[src/rtl/sram_port_arb_pkg.sv]
`default_nettype none
// ============================================================================
// Module      : sram_port_arb_pkg
// Description : Shared definitions for the SRAM port arbiter: FSM state
//               encoding, lock timeout length and the clogb2 width helper.
// Revision    : 1.0 - initial release
// ============================================================================
package sram_port_arb_pkg;

    // Consecutive idle cycles of a lock owner before its lock is dropped.
    localparam int c_LOCK_TIMEOUT = 16;

    typedef enum logic [0:0] {
        ST_IDLE   = 1'b0,   // round-robin arbitration among all requesters
        ST_LOCKED = 1'b1    // only the lock owner may be granted
    } arb_state_t;

    // Number of bits needed to hold 'value' (at least 1).
    function automatic int clogb2(input int value);
        int n;
        n = 0;
        for (int i = 0; i < 32; i++) begin
            if ((value >> i) != 0) begin
                n = i + 1;
            end
        end
        return (n == 0) ? 1 : n;
    endfunction

endpackage
`default_nettype wire

[src/rtl/sram_port_arb_rr_pick.sv]
`default_nettype none
// ============================================================================
// Module      : sram_port_arb_rr_pick
// Description : Combinational round-robin priority encoder. The search starts
//               one position after i_ptr and wraps; the first asserted request
//               wins.
// Ports       : i_req   - request vector
//               i_ptr   - index of the last winner
//               o_grant - one-hot grant (all zero when no request)
// Revision    : 1.0 - initial release
// ============================================================================
module sram_port_arb_rr_pick
    import sram_port_arb_pkg::*;
#(
    parameter int NREQ = 3,
    parameter int PW   = 2
) (
    input  logic [NREQ-1:0] i_req,
    input  logic [PW-1:0]   i_ptr,
    output logic [NREQ-1:0] o_grant
);

    logic        w_found;
    logic [31:0] w_idx;

    always_comb begin
        o_grant = '0;
        w_found = 1'b0;
        w_idx   = '0;
        for (int k = 1; k <= NREQ; k++) begin
            w_idx = (32'(i_ptr) + 32'(k)) % 32'(NREQ);
            if (!w_found && i_req[w_idx[PW-1:0]]) begin
                o_grant[w_idx[PW-1:0]] = 1'b1;
                w_found                = 1'b1;
            end
        end
    end

endmodule
`default_nettype wire

[src/rtl/sram_port_arb.sv]
`default_nettype none
// ============================================================================
// Module      : sram_port_arb
// Description : Round-robin arbiter sharing one 32-bit single-port RAM among
//               NREQ requesters, with optional grant locking and a lock
//               timeout. Grant is combinational, the response strobe follows
//               one cycle after each accepted beat.
// Ports       : clk, rst         - clock, synchronous active-high reset
//               m_valid/m_ready  - per-requester request handshake
//               m_lock           - keep grant after this beat
//               m_we/m_wem/m_addr/m_wdata - per-requester beat payload
//               m_rsp_valid      - per-requester one-cycle response strobe
//               m_rdata          - shared read data (ram_dout)
//               ram_*            - RAM port (1-cycle registered read)
// Revision    : 1.0 - initial release
// ============================================================================
module sram_port_arb
    import sram_port_arb_pkg::*;
#(
    parameter  int NREQ      = 3,
    parameter  int RAM_DEPTH = 2048,
    localparam int AW        = clogb2(RAM_DEPTH - 1)
) (
    input  logic                 clk,
    input  logic                 rst,
    input  logic [NREQ-1:0]      m_valid,
    output logic [NREQ-1:0]      m_ready,
    input  logic [NREQ-1:0]      m_lock,
    input  logic [NREQ-1:0]      m_we,
    input  logic [4*NREQ-1:0]    m_wem,
    input  logic [AW*NREQ-1:0]   m_addr,
    input  logic [32*NREQ-1:0]   m_wdata,
    output logic [NREQ-1:0]      m_rsp_valid,
    output logic [31:0]          m_rdata,
    output logic                 ram_en,
    output logic                 ram_we,
    output logic [3:0]           ram_wem,
    output logic [AW-1:0]        ram_addr,
    output logic [31:0]          ram_din,
    input  logic [31:0]          ram_dout
);

    localparam int PW = (NREQ > 1) ? clogb2(NREQ - 1) : 1;
    localparam int TW = clogb2(c_LOCK_TIMEOUT - 1);

    arb_state_t      r_state;
    logic [PW-1:0]   r_rr_ptr;
    logic [PW-1:0]   r_lock_owner;
    logic [TW-1:0]   r_to_cnt;
    logic [NREQ-1:0] r_rsp_valid;

    logic [NREQ-1:0] w_req_mask;
    logic [NREQ-1:0] w_req;
    logic [NREQ-1:0] w_grant;
    logic [NREQ-1:0] w_xfer;
    logic            w_any_xfer;
    logic [PW-1:0]   w_sel;

    // While locked, every requester except the owner is hidden from the picker.
    always_comb begin
        w_req_mask = '1;
        if (r_state == ST_LOCKED) begin
            for (int i = 0; i < NREQ; i++) begin
                w_req_mask[i] = (r_lock_owner == PW'(i));
            end
        end
    end

    assign w_req = m_valid & w_req_mask;

    sram_port_arb_rr_pick #(
        .NREQ (NREQ),
        .PW   (PW)
    ) u_rr_pick (
        .i_req   (w_req),
        .i_ptr   (r_rr_ptr),
        .o_grant (w_grant)
    );

    assign m_ready    = rst ? '0 : w_grant;
    assign w_xfer     = m_valid & m_ready;
    assign w_any_xfer = |w_xfer;

    // RAM request mux; everything idles at zero when no beat is accepted.
    always_comb begin
        w_sel    = '0;
        ram_en   = w_any_xfer;
        ram_we   = 1'b0;
        ram_wem  = 4'b0000;
        ram_addr = '0;
        ram_din  = '0;
        for (int i = 0; i < NREQ; i++) begin
            if (w_xfer[i]) begin
                w_sel    = PW'(i);
                ram_we   = m_we[i];
                ram_wem  = m_we[i] ? m_wem[4*i +: 4] : 4'b0000;
                ram_addr = m_addr[AW*i +: AW];
                ram_din  = m_wdata[32*i +: 32];
            end
        end
    end

    // Response strobe is suppressed while reset is held so a beat accepted
    // just before reset never reports back.
    assign m_rsp_valid = rst ? '0 : r_rsp_valid;
    assign m_rdata     = ram_dout;

    always_ff @(posedge clk) begin
        if (rst) begin
            r_state      <= ST_IDLE;
            r_rr_ptr     <= PW'(NREQ - 1);
            r_lock_owner <= '0;
            r_to_cnt     <= '0;
            r_rsp_valid  <= '0;
        end else begin
            r_rsp_valid <= w_xfer;
            if (w_any_xfer) begin
                r_rr_ptr <= w_sel;
            end

            unique case (r_state)
                ST_IDLE: begin
                    r_to_cnt <= '0;
                    if (w_any_xfer && m_lock[w_sel]) begin
                        r_state      <= ST_LOCKED;
                        r_lock_owner <= w_sel;
                    end
                end
                ST_LOCKED: begin
                    if (w_any_xfer) begin
                        // Only the owner can transfer here.
                        r_to_cnt <= '0;
                        if (!m_lock[w_sel]) begin
                            r_state <= ST_IDLE;
                        end
                    end else if (!m_valid[r_lock_owner]) begin
                        if (r_to_cnt == TW'(c_LOCK_TIMEOUT - 1)) begin
                            r_state  <= ST_IDLE;
                            r_to_cnt <= '0;
                        end else begin
                            r_to_cnt <= r_to_cnt + 1'b1;
                        end
                    end else begin
                        r_to_cnt <= '0;
                    end
                end
                default: begin
                    r_state  <= ST_IDLE;
                    r_to_cnt <= '0;
                end
            endcase
        end
    end

endmodule
`default_nettype wire

[config.mk]
export PLATFORM = sky130hd
export DESIGN_NAME = sram_port_arb
export DESIGN_NICKNAME = d
export VERILOG_FILES = /design/src/rtl/sram_port_arb_pkg.sv /design/src/rtl/sram_port_arb_rr_pick.sv /design/src/rtl/sram_port_arb.sv
export SDC_FILE = /design/constraint.sdc
export NUM_CORES = 1
export LEC_CHECK = 0
export ABC_AREA = 1
export BUFFER_PORTS_ARGS = -buffer_cell sky130_fd_sc_hd__buf_2
export CORE_AREA = 2 2 106 108
export DETAILED_ROUTE_END_ITERATION = 8
export DIE_AREA = 0 0 108 110
export GPL_ROUTABILITY_DRIVEN = 0
export PLACE_DENSITY = 0.61
export SLEW_MARGIN = 20
export SYNTH_ARGS = -nofsm -noshare
export SYNTH_HDL_FRONTEND = slang
export SYNTH_SLANG_ARGS = --single-unit
export TNS_END_PERCENT = 30
[constraint.sdc]
create_clock -name clk -period 4.3 [get_ports clk]
set_input_delay 0.86 -clock clk [delete_from_list [all_inputs] [get_ports clk]]
set_output_delay 0.86 -clock clk [all_outputs]
set_load 0.01 [all_outputs]
==> results.yml, run 1 <==
cts:
  cts-root-buf: "clkbuf_8"
  cts_hold_buf: 0
  clkSinkCount: 12
  clock_latency_ns: 0.24
  post_cts.repair.setup_buffers: 0
  cts_buffers: 3
  clock_path_buffers: 2
  postCtsResizedCells: 0
  cts_tree: "built"
  cts_max_level: 1
  clk_pin_slew_ns: 0.05
synth:
  syn_avg_cell_area_um2: 5.58
  synthesis.nets: 585
  synth-seq-area-share_pct: 10.9
  ys_ff_latch: 12
  netlist_area_um2: 2210
  ys_types: 25
  synth_cells: 396
  yosysWarnings: 0
power_and_ir_drop:
  p_int_w: 0.000627
  switchingPower_w: 0.000724
  power_leakage_nw: 1.77
  clockPowerShare_pct: 8.8
  peakVddDrop_v: 0.000126
  p_per_area_nw_per_um2: 431
  p_seq_share_pct: 11.6
  p_sw_share_pct: 53.6
  comb_power_share_pct: 79.6
final_layout:
  seq_area_um2: 240
  nFillCells: 1255
  final_area_um2: 3130
  area_growth_pct: 41.8
  fin_nets: 746
  final_common_cell: "buf_2"
  layout_common_cells: "buf_2, nand2_1, nand3_1, nor2_1, a31oi_1"
  multi_input_area_um2: 1460
  drive_above_1_share_pct: 42.4
  final_cell_count_no_fill: 696
  antenna_cells: 0
drt:
  vias: 3120
  firstDrtPassIters: 4
  via_per_inst: 4.48
  drtIter0Drc: 129
  ant_nets: 0
  wl_per_cell_um: 12.5
  drc_errors: 0
  wl_um: 8690
sta:
  clock_skew_ns: 0.00475
  slew_viol_final: 0
  tightest_slew_ns: 0.433
  rsz0062_at_grt: "no"
  layout_setup_ws_ns: 0.503
  whs_ns: 0.448
  relSlewSlack_pct: 71.1
  final.setup.tns_ns: 0
  fmax_mhz: 263
  final_hold_viol_count: 0
  layout_min_cycle_time_ns: 3.80
  setup_viol: 0
  period_share_pct: 88.3
floorplan:
  ios: 271
  core_area_um2: 10700
  die_y_um: 110
  start_util_pct: 20.7
  die_area_um2: 11900
  dieWidth_um: 108
  rows: 38
critical_path:
  path_cells: "inv_1 > ha_1 > inv_1 > nand3_1 > nand2_1 > nand2_2 > nand2_4 > nand3_1 > nand2_1 > inv_1 > nand2_1 > nand3_1 > inv_2 > buf_4 > nand3_1 > a31oi_1 > buf_2"
  cpLargestDelayFamily: "buffers and inverters"
  crit_path_frequent_cell: "nand3_1"
  r2r_cells: 18
  end_kind: "output port"
  crit_slowest_cell: "dfxtp_1"
  path_buf_inv: 6
  required_ns: 3.44
  crit_path_max_incr_delay_ns: 0.38
  start_kind: "flip-flop"
  crit_cells: 17
  cp_max_fo: 15
  path_class: "reg -> out"
  cp.arrival_ns: 2.94
placed_design:
  dpl_cell_area_um2: 3080
  io_buffers: 206
  dp_slack_ns: 0.607
  place_inst: 692
  dp_hpwl_um: 6980
run_status:
  status: "completed"
hold_path:
  min_path_cells: 1
  min_path_type: "reg -> reg"
global_route:
  grt_pass1_vias: 2844
  track_usage_pct: 13.1
  grt_max_degree: 48
  overflow: 0
  antenna_found_initial: 0
  grt_pass1_wl_um: 12700
flow_run:
  maxCapViolations: 0
## state kept, by name, summed over array words and instances (netlist names)
register	cells
r_to_cnt	4
r_state	1
r_lock_owner	2
r_rr_ptr	2
r_rsp_valid	3
## cells in the mapped netlist
master,number,share of area [%]
a21oi_1,3,0.68
a31oi_1,43,12
buf_2,16,3.6
buf_4,34,12
buf_6,5,2.5
clkbuf_1,1,0.17
clkinv_4,1,0.40
dfxtp_1,12,11
ha_1,5,2.8
inv_1,23,3.9
inv_2,6,1.0
nand2_1,103,17
nand2_2,5,1.4
nand2_4,1,0.51
nand3_1,65,15
nand3_2,4,1.8
nand3_4,1,0.79
nand4_1,6,1.7
nand4_2,1,0.57
nor2_1,55,9.3
nor3_1,1,0.23
o211ai_1,2,0.68
o21ai_1,1,0.23
o21ai_2,1,0.40
xor2_1,1,0.40
## power groups by stage
stage                     clock [W]  combinational (W)  sequential (W)
after floorplan                   0           0.000742        0.000154
after global placement            0            0.00109        0.000158
after detailed placement          0            0.00108        0.000159
after CTS                  0.000123            0.00109        0.000156
after global routing       0.000131            0.00121        0.000160
final                      0.000120            0.00108        0.000157
## routing by layer
layer  wire (µm)  share of wire [%]  track usage (%)  vias up
met1        3550                 41             15.7     1324
met5           0                  0                0        -
met4         220                2.5             4.85        0
met3         665                7.7             1.88       28
met2        4260                 49             23.9      151
li1            -                  -                -     1617
## final timing paths
path / start / endpoint / slack [ns]
setup / recovery: r_rr_ptr[0] / ram_din[20] / 0.50
hold / removal: r_to_cnt[0] / r_to_cnt[0] / 0.45
setup reg to reg: r_rr_ptr[0] / r_lock_owner[1] / 1.54
hold reg to reg: r_to_cnt[0] / r_to_cnt[0] / 0.45
## area by class of cell
type,count,area share (%)
multi-input cells,298,46.5
inverters,30,3.75
well taps,140,5.59
clock buffers,4,1.76
flip-flops and latches,12,7.66
repair buffers,212,34.7
## stage by stage
stage                     util [%]  power, W
after CTS                     29.3   0.00136
final                         29.3   0.00135
after global placement        28.8   0.00125
after detailed placement      28.8   0.00124
after global routing          29.3   0.00150
after floorplan                  -  0.000895
## kinds of logic after synthesis
| logic type | count (synthesis) | share of synthesized area [%] |
|---|---|---|
| xor+xnor | 1 | 0.396 |
| buf+inv | 86 | 23.2 |
| compound gates | 50 | 14.1 |
| fa+ha+maj | 5 | 2.83 |
| simple gates | 242 | 48.6 |
| flops | 12 | 10.9 |
Note: power is estimated with default switching activity, not from simulation.
==> run 2: changes to the inputs <==
--- a/config.mk
+++ b/config.mk
@@ -8,6 +8,7 @@
 export ABC_AREA = 1
 export BUFFER_PORTS_ARGS = -buffer_cell sky130_fd_sc_hd__buf_2
 export CORE_AREA = 2 2 106 108
+export CTS_BUF_LIST = sky130_fd_sc_hd__clkbuf_16
 export DETAILED_ROUTE_END_ITERATION = 8
 export DIE_AREA = 0 0 108 110
 export GPL_ROUTABILITY_DRIVEN = 0
==> run 2 against run 1 <==
First-iteration DRC count up 4.7%. Utilization grew 0.22 points. Critical endpoint unchanged. Register-to-register slack hardly changed. Via count is 0.48% higher. Sequential share of layout area down 0.058 points. Sequential power is essentially flat. Non-clock buffer count unchanged. Final area increased by 0.76%. Critical path depth did not move. Count of clock-buffer cells in the layout fell by 1.
==> results.yml, run 2 (synthesis results as in run 1) <==
run_status:
  status: "completed"
power_and_ir_drop:
  peakVddDrop_v: 0.000132
  p_per_area_nw_per_um2: 443
  power_leakage_nw: 1.78
final_layout:
  antenna_cells: 0
  drive_above_1_share_pct: 42.3
  fin_nets: 746
  area_growth_pct: 42.8
  reg_top3: "r_to_cnt x4, r_rsp_valid x3"
  nFillCells: 1251
  top_register: "r_to_cnt"
  final_common_cell: "buf_2"
  largest_reg_flops: 4
  layout_common_cells: "buf_2, nand2_1, nand3_1, nor2_1, a31oi_1"
floorplan:
  start_util_pct: 20.7
  core_area_um2: 10700
  die_y_um: 110
  ios: 271
  die_area_um2: 11900
  dieWidth_um: 108
  rows: 38
hold_path:
  min_path_cells: 1
  min_to: "r_to_cnt[0]"
  hp-start: "r_to_cnt[0]"
  min_path_type: "reg -> reg"
critical_path:
  start_kind: "flip-flop"
  r2r_slack_ns: 1.54
  r2r_end: "r_lock_owner[1]"
  end_kind: "output port"
  path_class: "reg -> out"
  cp_max_fo: 15
  required_ns: 3.44
  r2r_cells: 18
  cp.arrival_ns: 2.96
  r2r-start: "r_rr_ptr[0]"
sta:
  clock_skew_ns: 0.00150
  period_share_pct: 88.9
  final_hold_viol_count: 0
  relSlewSlack_pct: 71.0
  layout_min_cycle_time_ns: 3.82
  final.setup.tns_ns: 0
  slew_viol_final: 0
  tightest_slew_ns: 0.435
  setup_viol: 0
  whs_ns: 0.449
  fmax_mhz: 262
  rsz0062_at_grt: "no"
drt:
  drc_errors: 0
  wl_um: 8710
  via_per_inst: 4.50
  firstDrtPassIters: 4
  ant_nets: 0
  vias: 3135
  drtIter0Drc: 135
  wl_per_cell_um: 12.5
flow_run:
  maxCapViolations: 0
placed_design:
  io_buffers: 206
  dp_hpwl_um: 6980
cts:
  cts_tree: "built"
  cts_buffers: 3
  post_cts.repair.setup_buffers: 0
  cts_hold_buf: 0
  clock_path_buffers: 2
  clock_latency_ns: 0.23
  clk_pin_slew_ns: 0.04
  cts_max_level: 1
  cts-root-buf: "clkbuf_16"
  postCtsResizedCells: 0
  clkSinkCount: 12
global_route:
  grt_pass1_vias: 2846
  antenna_found_initial: 0
  overflow: 0
  grt_pass1_wl_um: 12700
  grt_max_degree: 48
  track_usage_pct: 13.1
==> run 2: how the worst max path moves through the flow <==
stage / from / end / cells after the start
4_1_cts: r_rr_ptr[0] / ram_din[20] / 17
5_1_grt: r_rr_ptr[0] / ram_din[20] / 17
6_report: r_rr_ptr[0] / ram_din[20] / 17
3_5_place_dp: m_valid[2] / ram_wem[2] / 19
2_1_floorplan: m_valid[2] / ram_addr[0] / 14
3_3_place_gp: m_valid[2] / ram_wem[2] / 19
==> run 2: per-layer routing <==
| layer | global-route usage, % | wire length [µm] |
|---|---|---|
| met1 | 15.7 | 3490 |
| met2 | 23.9 | 4280 |
| met3 | 1.88 | 719 |
| met4 | 4.58 | 219 |
| met5 | 0 | 0 |
==> run 2: power by group <==
group,total [W],switching [W],internal [W],leakage (nW)
registers,0.000157,0.0000197,0.000137,0.0976
logic,0.00108,0.000667,0.000410,1.65
clock network,0.000166,0.0000440,0.000122,0.0385
==> run 2: through the flow <==
stage	utilization (%)	instances	instance area [µm²]	worst slack [ns]	total power, W
detailed placement	28.8	692	3080	0.607	0.00124
finish	29.5	696	3160	0.478	0.00140
global placement	28.8	692	3080	0.586	0.00125
floorplan	-	396	2210	1.22	0.000895
global route	29.5	696	3160	0.170	0.00155
CTS	29.5	696	3160	0.480	0.00141
==> run 2: layout make-up <==
cell class | count | area (µm²) | share of cell area (%)
multi-input cells | 298 | 1460 | 46.2
repair buffers | 212 | 1090 | 34.5
flip-flops and latches | 12 | 240 | 7.61
well taps | 140 | 175 | 5.55
inverters | 30 | 118 | 3.72
clock buffers | 3 | 75.1 | 2.38
clock inverters | 1 | 3.75 | 0.119
==> run 2: worst max-delay path, cell delays in order (launching register included) <==
cell and delay (ns):
dfxtp_1 0.38, inv_1 0.08, ha_1 0.38, inv_1 0.19, nand3_1 0.10, nand2_1 0.08
nand2_2 0.07, nand2_4 0.09, nand3_1 0.07, nand2_1 0.06, inv_1 0.03, nand2_1 0.06
nand3_1 0.13, inv_2 0.26, buf_4 0.26, nand3_1 0.16, a31oi_1 0.16, buf_2 0.15
==> run 3: changes to the inputs <==
--- a/config.mk
+++ b/config.mk
@@ -13,6 +13,7 @@
 export DIE_AREA = 0 0 108 110
 export GPL_ROUTABILITY_DRIVEN = 0
 export PLACE_DENSITY = 0.61
+export RECOVER_POWER = 100
 export SLEW_MARGIN = 20
 export SYNTH_ARGS = -nofsm -noshare
 export SYNTH_HDL_FRONTEND = slang
==> run 3 against run 2 <==
Sequential share of layout area up 0.19 points. Global-route usage unchanged. Utilization decreased by 0.71 points. Final cell count unchanged. Worst setup slack got worse by 0.051 ns. Combinational power down 6%. Via count unchanged. Sequential cell count unchanged. Critical path depth rose by 3. Count of clock-buffer cells in the layout stayed put. Highest routed layer unchanged.
==> results.yml, run 3 (synthesis results as in run 1) <==
cts:
  cts_tree: "built"
  clkSinkCount: 12
  clock_latency_ns: 0.23
  cts_buffers: 3
  cts_max_level: 1
  clock_path_buffers: 2
  cts_hold_buf: 0
  clk_pin_slew_ns: 0.04
  cts-root-buf: "clkbuf_16"
  post_cts.repair.setup_buffers: 0
  postCtsResizedCells: 0
floorplan:
  rows: 38
  core_area_um2: 10700
  ios: 271
  dieWidth_um: 108
  die_y_um: 110
  die_area_um2: 11900
  start_util_pct: 20.7
drt:
  vias: 3135
  firstDrtPassIters: 4
  ant_nets: 0
  via_per_inst: 4.50
  wl_per_cell_um: 12.5
  wl_um: 8680
  drtIter0Drc: 128
  drc_errors: 0
critical_path:
  crit_path_frequent_cell: "nand2_1"
  cp_max_fo: 46
  cp.arrival_ns: 3.01
  r2r-start: "r_rr_ptr[0]"
  r2r_slack_ns: 1.41
  crit_path_max_incr_delay_ns: 0.38
  r2r_end: "r_lock_owner[1]"
  start_kind: "flip-flop"
  path_cells: "inv_1 > ha_1 > inv_1 > nand3_1 > nand2_1 > nand2_1 > nand2_4 > nand2_2 > nand2_1 > nand2_1 > nand2_1 > nand3_2 > clkinv_4 > nand2_1 > inv_1 > nand2_1 > nand2_1 > nand2_1 > nand2_1 > clkbuf_1"
  crit_slowest_cell: "ha_1"
  r2r_cells: 18
  required_ns: 3.44
  end_kind: "output port"
  path_class: "reg -> out"
global_route:
  grt_pass1_wl_um: 12700
  overflow: 0
  track_usage_pct: 13.1
  grt_max_degree: 48
  antenna_found_initial: 0
  grt_pass1_vias: 2846
hold_path:
  hp-start: "r_to_cnt[0]"
  min_to: "r_to_cnt[0]"
  min_path_type: "reg -> reg"
  min_path_cells: 1
sta:
  whs_ns: 0.447
  period_share_pct: 90.1
  rsz0062_at_grt: "no"
  setup_viol: 0
  final.setup.tns_ns: 0
  relSlewSlack_pct: 71.8
  layout_min_cycle_time_ns: 3.87
  slew_viol_final: 0
  tightest_slew_ns: 0.423
  final_hold_viol_count: 0
  clock_skew_ns: 0.00205
  fmax_mhz: 258
final_layout:
  layout_common_cells: "buf_2, nand2_1, nand3_1, nor2_1, clkbuf_1"
  antenna_cells: 0
  post-route-util_pct: 28.8
  top_register: "r_to_cnt"
  fin_nets: 746
  area_growth_pct: 39.4
  largest_reg_flops: 4
  final_common_cell: "buf_2"
  final_area_um2: 3080
  drive_above_1_share_pct: 32.6
  nFillCells: 1270
  reg_top3: "r_to_cnt x4, r_rsp_valid x3"
placed_design:
  io_buffers: 206
  dp_hpwl_um: 6980
  dpl_cell_area_um2: 3080
power_and_ir_drop:
  switchingPower_w: 0.000728
  p_seq_share_pct: 11.7
  p_sw_share_pct: 54.1
  p_per_area_nw_per_um2: 437
  p_int_w: 0.000618
  comb_power_share_pct: 76.0
  clockPowerShare_pct: 12.3
  peakVddDrop_v: 0.000131
  power_leakage_nw: 1.59
run_status:
  status: "completed"
flow_run:
  maxCapViolations: 0
[run 3: cell count changes in the layout (fill, tap and decap cells not counted)]
cell	before	now
buf_2	206	158
clkbuf_1	0	48
inv_1	23	25
inv_2	6	4
nand2_1	103	105
nand2_2	5	3
nand3_1	65	66
nand3_2	4	3
nand4_1	6	7
nand4_2	1	0
[run 3: area by class of cell]
type                            instances  area, µm²  share of cell area [%]
Multi-Input combinational cell        298       1440                    46.8
Timing Repair Buffer                  212       1030                    33.4
Sequential cell                        12        240                    7.80
Tap cell                              140        175                    5.68
Inverter                               30        118                    3.82
Clock buffer                            3       75.1                    2.44
Clock inverter                          1       3.75                   0.122
[run 3: critical path: cells and delay by family (launching register included)]
kind | cells | cell delay [ns]
buf+inv | 5 | 0.87
simple gates | 14 | 1.16
flops | 1 | 0.37
fa+ha+maj | 1 | 0.38
[run 3: per-stage QoR]
stage | cells | setup WS, ns | power (W)
global placement | 692 | 0.586 | 0.00125
floorplan | 396 | 1.22 | 0.000895
detailed placement | 692 | 0.607 | 0.00124
global route | 696 | 0.117 | 0.00149
CTS | 696 | 0.480 | 0.00141
finish | 696 | 0.427 | 0.00135
[run 3: power by group through the flow]
stage / clock, W / sequential (W) / combinational, W
after floorplan: 0 / 0.000154 / 0.000742
after global placement: 0 / 0.000158 / 0.00109
after detailed placement: 0 / 0.000159 / 0.00108
after CTS: 0.000169 / 0.000157 / 0.00109
after global routing: 0.000180 / 0.000161 / 0.00115
final: 0.000165 / 0.000157 / 0.00102
[run 3: how the worst max path moves through the flow]
stage                start  slack, ns     endpoint  cells after the start
3_5_place_dp    m_valid[2]       0.61   ram_wem[2]                     19
6_report       r_rr_ptr[0]       0.43   ram_wem[3]                     20
5_1_grt        r_rr_ptr[0]       0.12   ram_wem[2]                     20
2_1_floorplan   m_valid[2]       1.22  ram_addr[0]                     14
3_3_place_gp    m_valid[2]       0.59   ram_wem[2]                     19
4_1_cts        r_rr_ptr[0]       0.48  ram_din[20]                     17
[run 3: routing by layer]
layer  global-route usage (%)  vias up  routed length [µm]
met2                     23.9      146                4300
met4                     4.58        0                 227
met1                     15.7     1344                3490
li1                         -     1615                   -
met3                     1.88       30                 657
met5                        0        -                   0
